File: src/rtl/mem_responder.sv
`default_nettype none
// ============================================================================
// Module      : mem_responder
// Description : Bridges a simple core memory request (read/write strobes with
//               a byte address) to a single-port synchronous SRAM with a
//               configurable number of wait cycles per access.
//               Out-of-range, conflicting and misaligned-read requests are
//               answered with an error pulse without touching the SRAM.
//
// Parameters  : ADDR_BITS  byte-address width of the attached SRAM
//               WAIT       extra wait cycles per SRAM access (0..15)
//
// Ports       : clock, reset            system clock, sync active-high reset
//               mem_read, mem_write     core request strobes
//               addr, mem_wrbits, wdata core address, lane mask, write data
//               rdata, ready, error     registered read data, completion and
//                                       error pulses (error only with ready)
//               sram_cs, sram_we        registered SRAM strobes
//               sram_addr, sram_be      registered SRAM word address, lanes
//               sram_wdata, sram_rdata  SRAM write / read data
//
// Revision    : 1.0  initial release
// ============================================================================
module mem_responder #(
    parameter int ADDR_BITS = 14,
    parameter int WAIT      = 2
) (
    input  logic                 clock,
    input  logic                 reset,
    input  logic                 mem_read,
    input  logic                 mem_write,
    input  logic [31:0]          addr,
    input  logic [3:0]           mem_wrbits,
    input  logic [31:0]          wdata,
    output logic [31:0]          rdata,
    output logic                 ready,
    output logic                 error,
    output logic                 sram_cs,
    output logic                 sram_we,
    output logic [ADDR_BITS-3:0] sram_addr,
    output logic [3:0]           sram_be,
    output logic [31:0]          sram_wdata,
    input  logic [31:0]          sram_rdata
);

    localparam logic [3:0] c_WAIT_LOAD = 4'(WAIT);

    typedef enum logic [1:0] {
        S_IDLE   = 2'd0,
        S_ACCESS = 2'd1,
        S_WAIT   = 2'd2,
        S_DONE   = 2'd3
    } state_t;

    state_t     r_state;
    state_t     w_state_next;
    logic [3:0] r_cnt;
    logic [3:0] w_cnt_next;
    logic       w_accept;
    logic       w_req_bad;
    logic       w_addr_out_of_range;
    logic       r_err;
    logic       r_is_read;

    // Any address bit at or above ADDR_BITS lies outside the attached SRAM.
    assign w_addr_out_of_range = |(addr >> ADDR_BITS);

    // Errors are decided once, at acceptance, from the live request inputs.
    assign w_req_bad = w_addr_out_of_range
                     | (mem_read & mem_write)
                     | (mem_read & (addr[1:0] != 2'b00));

    // Completion is a decode of the DONE state, so it lasts exactly one cycle.
    assign ready = (r_state == S_DONE);
    assign error = (r_state == S_DONE) & r_err;

    // ------------------------------------------------------------------------
    // State and wait-counter register
    // ------------------------------------------------------------------------
    always_ff @(posedge clock) begin
        if (reset) begin
            r_state <= S_IDLE;
            r_cnt   <= 4'd0;
        end else begin
            r_state <= w_state_next;
            r_cnt   <= w_cnt_next;
        end
    end

    // ------------------------------------------------------------------------
    // Next-state logic
    // ------------------------------------------------------------------------
    always_comb begin
        w_state_next = r_state;
        w_cnt_next   = r_cnt;
        w_accept     = 1'b0;
        case (r_state)
            S_IDLE: begin
                if (mem_read || mem_write) begin
                    w_accept     = 1'b1;
                    w_state_next = w_req_bad ? S_DONE : S_ACCESS;
                end
            end
            S_ACCESS: begin
                if (WAIT > 0) begin
                    w_state_next = S_WAIT;
                    w_cnt_next   = c_WAIT_LOAD;
                end else begin
                    w_state_next = S_DONE;
                end
            end
            S_WAIT: begin
                // Counter is loaded with WAIT, so leaving at 1 yields exactly
                // WAIT cycles in this state.
                if (r_cnt <= 4'd1) begin
                    w_state_next = S_DONE;
                    w_cnt_next   = 4'd0;
                end else begin
                    w_cnt_next   = r_cnt - 4'd1;
                end
            end
            S_DONE: begin
                w_state_next = S_IDLE;
            end
            default: begin
                w_state_next = S_IDLE;
                w_cnt_next   = 4'd0;
            end
        endcase
    end

    // ------------------------------------------------------------------------
    // Request latch, SRAM strobes and read-data capture
    // The SRAM port registers double as the request latch: they are loaded
    // only at acceptance, so input changes while busy have no effect.
    // ------------------------------------------------------------------------
    always_ff @(posedge clock) begin
        if (reset) begin
            r_err      <= 1'b0;
            r_is_read  <= 1'b0;
            rdata      <= 32'd0;
            sram_cs    <= 1'b0;
            sram_we    <= 1'b0;
            sram_addr  <= '0;
            sram_be    <= 4'd0;
            sram_wdata <= 32'd0;
        end else begin
            // Chip select and write enable are single-cycle strobes that
            // cover only the ACCESS state.
            sram_cs <= 1'b0;
            sram_we <= 1'b0;

            if (w_accept) begin
                r_err     <= w_req_bad;
                r_is_read <= mem_read;
                if (!w_req_bad) begin
                    sram_cs   <= 1'b1;
                    sram_addr <= addr[ADDR_BITS-1:2];
                    if (mem_read) begin
                        sram_be <= 4'b1111;
                    end else begin
                        // An empty lane mask still runs a full access cycle
                        // but never asserts the write strobe.
                        sram_we    <= (mem_wrbits != 4'd0);
                        sram_be    <= mem_wrbits;
                        sram_wdata <= wdata;
                    end
                end
            end

            // The SRAM presents read data during the ACCESS cycle; capture it
            // on the edge leaving ACCESS. Writes and errors leave rdata alone.
            if ((r_state == S_ACCESS) && r_is_read) begin
                rdata <= sram_rdata;
            end
        end
    end

endmodule
`default_nettype wire

File: config.mk
export PLATFORM = sky130hd
export DESIGN_NAME = mem_responder
export DESIGN_NICKNAME = d
export VERILOG_FILES = /design/src/rtl/mem_responder.sv
export SDC_FILE = /design/constraint.sdc
export NUM_CORES = 1
export LEC_CHECK = 0
export CAP_MARGIN = 40
export CORE_ASPECT_RATIO = 1.25
export CORE_MARGIN = 10
export CORE_UTILIZATION = 41
export CTS_BUF_LIST = sky130_fd_sc_hd__clkbuf_2 sky130_fd_sc_hd__clkbuf_4 sky130_fd_sc_hd__clkbuf_8
export DETAILED_ROUTE_END_ITERATION = 10
export PLACE_DENSITY_LB_ADDON = 0.1
export SYNTH_ARGS = -nofsm -noshare
export SYNTH_HDL_FRONTEND = slang
export SYNTH_SLANG_ARGS = --single-unit
File: constraint.sdc
create_clock -name clock -period 2 [get_ports clock]
set_input_delay 0.5 -clock clock [delete_from_list [all_inputs] [get_ports clock]]
set_output_delay 0.5 -clock clock [all_outputs]
set_load 0.1 [all_outputs]
# Word level (Yosys, flattened, before mapping)
# Index checks and enable logic that the tools add are counted.
dict set report classes {
  add_sub_neg 1
  magnitude_cmp 1
  n_eq_ne 5
  mux 10
  bitwise 8
  n_reduce_logical 12
}
# op n
set op_table {}
lappend op_table {{OR reduction 18 bit} 1}
lappend op_table {{two-way mux 4 bit} 2}
lappend op_table {{one-hot mux 2 bit (4 select lines)} 1}
lappend op_table {{one-hot mux 4 bit (2 select lines)} 1}
lappend op_table {{two-way mux 2 bit} 3}
lappend op_table {{== test 2 bit, second input constant} 2}
lappend op_table {{<= comparator 4 x 1 -> 1 bit, second input constant} 1}
lappend op_table {{!= test 2 bit, second input constant} 2}
lappend op_table {{AND reduction 2 bit} 2}
lappend op_table {{nonzero test 2 bit} 2}
lappend op_table {{nonzero test 4 bit} 1}
lappend op_table {{OR reduction 4 bit} 1}
lappend op_table {{subtractor 4 x 1 -> 4 bit, second input constant} 1}
lappend op_table {{AND 1 bit} 3}
lappend op_table {{two-way mux 1 bit} 3}
lappend op_table {{NOT 1 bit} 3}
lappend op_table {{AND reduction 3 bit} 1}
lappend op_table {{== test 2 x 1 -> 1 bit, second input constant} 1}
lappend op_table {{zero test 2 bit} 1}
lappend op_table {{bitwise OR 1 bit} 2}
lappend op_table {{OR reduction 2 bit} 1}
lappend op_table {{logical AND 1 bit} 1}
lappend op_table {{logical OR 1 bit} 1}
dict set report totals {
  reg_bits 90
  out_inout_bits 84
}

# Depth between registers and ports, before layout
dict set report depth {
  word_depth 6
  ltp_mapped 8
  mapped_depth_nobuf 6
}

# Worst setup path after synthesis
# Ideal clock, no wire load.
dict set report synth_path {
  kind {reg-to-output}
  start {register r_state[1]}
  end {output port error}
  t_arrival_ns 2.021
  t_required_ns 1.500
  path_slack_ns -0.521
  stages_incl_launch_ff 3
  n_path_buf 0
  path_cell_list {dfxtp_1 > ha_1 > and2_1}
}
dict set report synth_between {
  elab_chain_len 2
}
# item line_no
set synth_rtl {}
lappend synth_rtl {{start, declared} 55} ;# state_t r_state;
lappend synth_rtl {{start signal, assigned} 85} ;# r_state <= w_state_next;
lappend synth_rtl {{== test 2 bit} --}
lappend synth_rtl {{named net ready} 36} ;# output logic ready,
lappend synth_rtl {{AND 1 bit} 75} ;# assign error = (r_state == S_DONE) & r_err;
lappend synth_rtl {{end, declared} 37} ;# output logic error,
# The timed path passes the listed nets, and every way through them passes these cells.

# Worst setup path after layout
dict set report layout_path {
  start {input port mem_read}
  end {register sram_wdata[18]}
}
dict set report layout_between {
  elab_chain_len 5
  elab_cells_between_ends 10
  cone_classes {mux: 2; bitwise: 6; reduce/logical: 2}
}
# item line_no
set layout_rtl {}
lappend layout_rtl {{start, declared} 30} ;# input logic mem_read,
lappend layout_rtl {{AND 1 bit} 70} ;# | (mem_read & mem_write)
lappend layout_rtl {{bitwise OR 1 bit} 70}
lappend layout_rtl {{bitwise OR 1 bit} 71} ;# | (mem_read & (addr[1:0] != 2'b00));
lappend layout_rtl {{NOT 1 bit (no line)} --}
lappend layout_rtl {{AND reduction 3 bit (no line) *} --}
lappend layout_rtl {{end signal, assigned} 166} ;# sram_wdata <= wdata;
lappend layout_rtl {{end, declared} 42} ;# output logic [31:0] sram_wdata,
# Mark *: on every way between the ends. The rest lies on a longest branch, timed or not.
# A chain may end at the register's enable or synchronous reset.

==> summary.md <==
| Metric | Value |
|---|---|
| Power Density | 762 mW/mm^2 |
| Part of the cycle the worst path needs | 0.943 |
| Unrepaired setup endpoints after global routing | false |
| CTS buffer count | 9 |
| Worst-Margin Slew | 560 ps |
| I/O pin cnt | 188 |
| Clk buf depth | 2 |
| Setup-failing EPs final | 0 |
| Chip Height | 126 um |
| Sequential share of the synthesized area | 0.486 |
| P&R area growth vs syn | 56.9% |
| Synth Instances | 442 |
| Max-Cap Viols | 0 |
| Clk_skew | 14.0 ps |
| Vias in the first global route | 3916 |
| Layout cells sized above 1 | 0.222 |
| Wire per inst | 17.4 um |
| P_leak | 2.18 nW |
| DRT Wirelength | 13000 um |
| Synth cell types | 34 |
| Via count | 3944 |
| Crit path capture | sram_wdata[18] |
| Setup TNS | 0 ps |
| Total Power | 0.00444 W |
| Area contributors post-synth | dfxtp_1, a21oi_1, nand4_1 |
| DR DRC count | 0 |
| Slowest CP cell | clkdlybuf4s50_1 |
| Chip width | 105 um |
| Worst Path Class, Setup | in2reg |
| DRT Pass-1 Iters | 4 |
| Worst-Skew Late Latency | 360 ps |
| Initial DRC Count | 169 |
| Startpoint class of the critical path | input port |
| Worst flop-to-flop path startpoint | r_cnt[0] |
| Final #Nets | 737 |
| Crit path max fanout | 33 |
| Initial core utilization | 0.424 |
| Max Transition Viols Final | 0 |
| Post-layout minimum cycle time | 1890 ps |
| Clock Root Buffer | clkbuf_8 |
| CP Launch Point | mem_read |
| Worst path depth | 6 |
| Ys Warns | 0 |
| Worst EP required | 2280 ps |
| H-tree Lvls | 3 |
| Share of the synthesized area in the top cell type | 0.486 |
| Rows | 38 |
| Cell family with most CP delay | buffers and inverters |
| Mapped Nets | 553 |
| GR Util All Layers | 0.186 |
| Global route overflow | 0 |
| Post-synth EDFFs | 0 |
| Fin. Hold Viols | 0 |
| Die area | 0.0133 sq mm |
| Clock Pin Slew Worst Setup and Hold Paths | 90 ps |
| Fin worst setup slack | 114 ps |
| Fmax | 530 MHz |
| Leading register cell type out of synthesis | dfxtp_1 |
| Worst Hold Class | in2reg |
| Post-synth ARST share | 0 |
| Largest net degree at the start of global routing | 45 |
| Placer Congestion | 0.805 |
| CTS tree | built |
| Antenna Nets Post-Route | 0 |
| R2r endpoint | r_state[1] |
| Antenna diodes | 0 |
| R2R cell count | 6 |
| IO Port Bufs | 187 |
| Final core occ | 0.665 |
| Critical-path cell list | clkdlybuf4s50_1, a211oi_4, and3_2, buf_12, nand4_1, a21oi_1 |
| Clock Sinks | 90 |
| Core ar. | 0.00875 sq mm |
| Dominant cell type by area after synthesis | dfxtp_1 |
| First-pass GRT wire length | 20400 um |
| Pre-CTS setup slack | -262 ps |
| Worst Path Buf+Inv | 2 |
| Status | finished, final reports clean |
| Most common cell in the netlist | dfxtp_1 |
| Post-synthesis sequential element count | 90 |
| Postcts setup bufs | 0 |
| DP Wirelength | 9710 um |
| Synthesized area per cell | 8.39 sq um |
| Min Hold Slack | 406 ps |
| Drt via density | 5.25 |
| Maximum vdd drop | 0.000476 V |
| Worst Path Arrival | 2170 ps |
| Critical path endpoint category | flop |
| Mapped cell area | 0.00371 sq mm |
| Commonest cells post-synth | dfxtp_1, a21oi_1, nand2_1, o21ai_0, nand4_1 |
| CP max stage delay | 530 ps |
| Reg2reg setup slack | 250 ps |
| Initial antenna violation count | 0 |
| Rel. slew slack | 0.626 |
-- area by class of cell --
type | count | area, sq um
Tap cell | 120 | 150
Clock buffer | 10 | 138
Sequential cell | 90 | 1800
Multi-Input combinational cell | 303 | 1660
Timing Repair Buffer | 216 | 1990
Clock inverter | 6 | 50.0
Fill cell | 777 | 2930
Inverter | 6 | 22.5
-- report_power, final --
part / internal [W] / switching, W / leakage, nW
sequential: 0.00188 / 0.0000629 / 0.727
combinational: 0.000490 / 0.000823 / 1.37
clock: 0.000496 / 0.000687 / 0.0827
-- kinds of logic (layout without fill, tap and decap cells) --
group / Yosys count / count (layout) / share of synthesized area
adder cells (fa/ha/maj): 7 / 7 / 0.0236
flip-flops: 90 / 90 / 0.486
AO/OA/AOI/OAI: 147 / 147 / 0.212
buffers and inverters: 49 / 238 / 0.0718
AND/OR/NAND/NOR: 149 / 149 / 0.207
-- metal layers --
metal  share of wire  global-route usage  wire length [um]
met5               0                   0                 0
met1            0.40               0.213              5270
met2            0.50               0.314              6490
met3           0.078              0.0659              1020
met4           0.019              0.0688               252
-- state kept, by name (all words and copies together) (netlist names) --
| signal | cells |
|---|---|
| r_err | 1 |
| r_cnt | 4 |
| sram_addr | 12 |
| sram_cs | 1 |
| r_state | 2 |
| r_is_read | 1 |
| sram_be | 4 |
| rdata | 32 |
| sram_wdata | 32 |
| sram_we | 1 |
-- layout by cell type (no fill, tap or decap), types with 6 or more instances in the layout --
cell	count
buf_4	103
clkdlybuf4s50_1	102
dfxtp_1	90
a21oi_1	79
nand2_1	67
o21ai_0	50
nand4_1	46
nor2_1	11
clkbuf_8	10
buf_12	9
inv_1	6
ha_1	6
-- metrics by stage --
step / instances / cell area (sq um)
CTS: 751 / 5800
global route: 751 / 5820
global placement: 734 / 5600
detailed placement: 735 / 5620
finish: 751 / 5820
floorplan: 442 / 3710
-- worst register-to-register path, delay by kind of cell, from the launching register on --
family / cells / cell delay, ps
compound gates: 2 / 460
flops: 1 / 350
buf+inv: 1 / 80
fa+ha+maj: 1 / 190
simple gates: 2 / 590
-- what timing repair did --
item,in CTS,in global routing
gates resized for setup,0,2
hold buffers,0,0
setup endpoints to repair,0,8
-- worst min path at each step --
stage               startpoint         to  slack [ps]  cells past startpoint
floorplan                r_err      r_err         470                      2
global placement     rdata[30]  rdata[30]         440                      2
detailed placement   rdata[22]  rdata[22]         450                      2
CTS                      reset   r_cnt[0]         400                      2
global route             reset   r_cnt[0]         400                      2
finish                   reset   r_cnt[0]         410                      2
(Power assumes the default switching activity.)
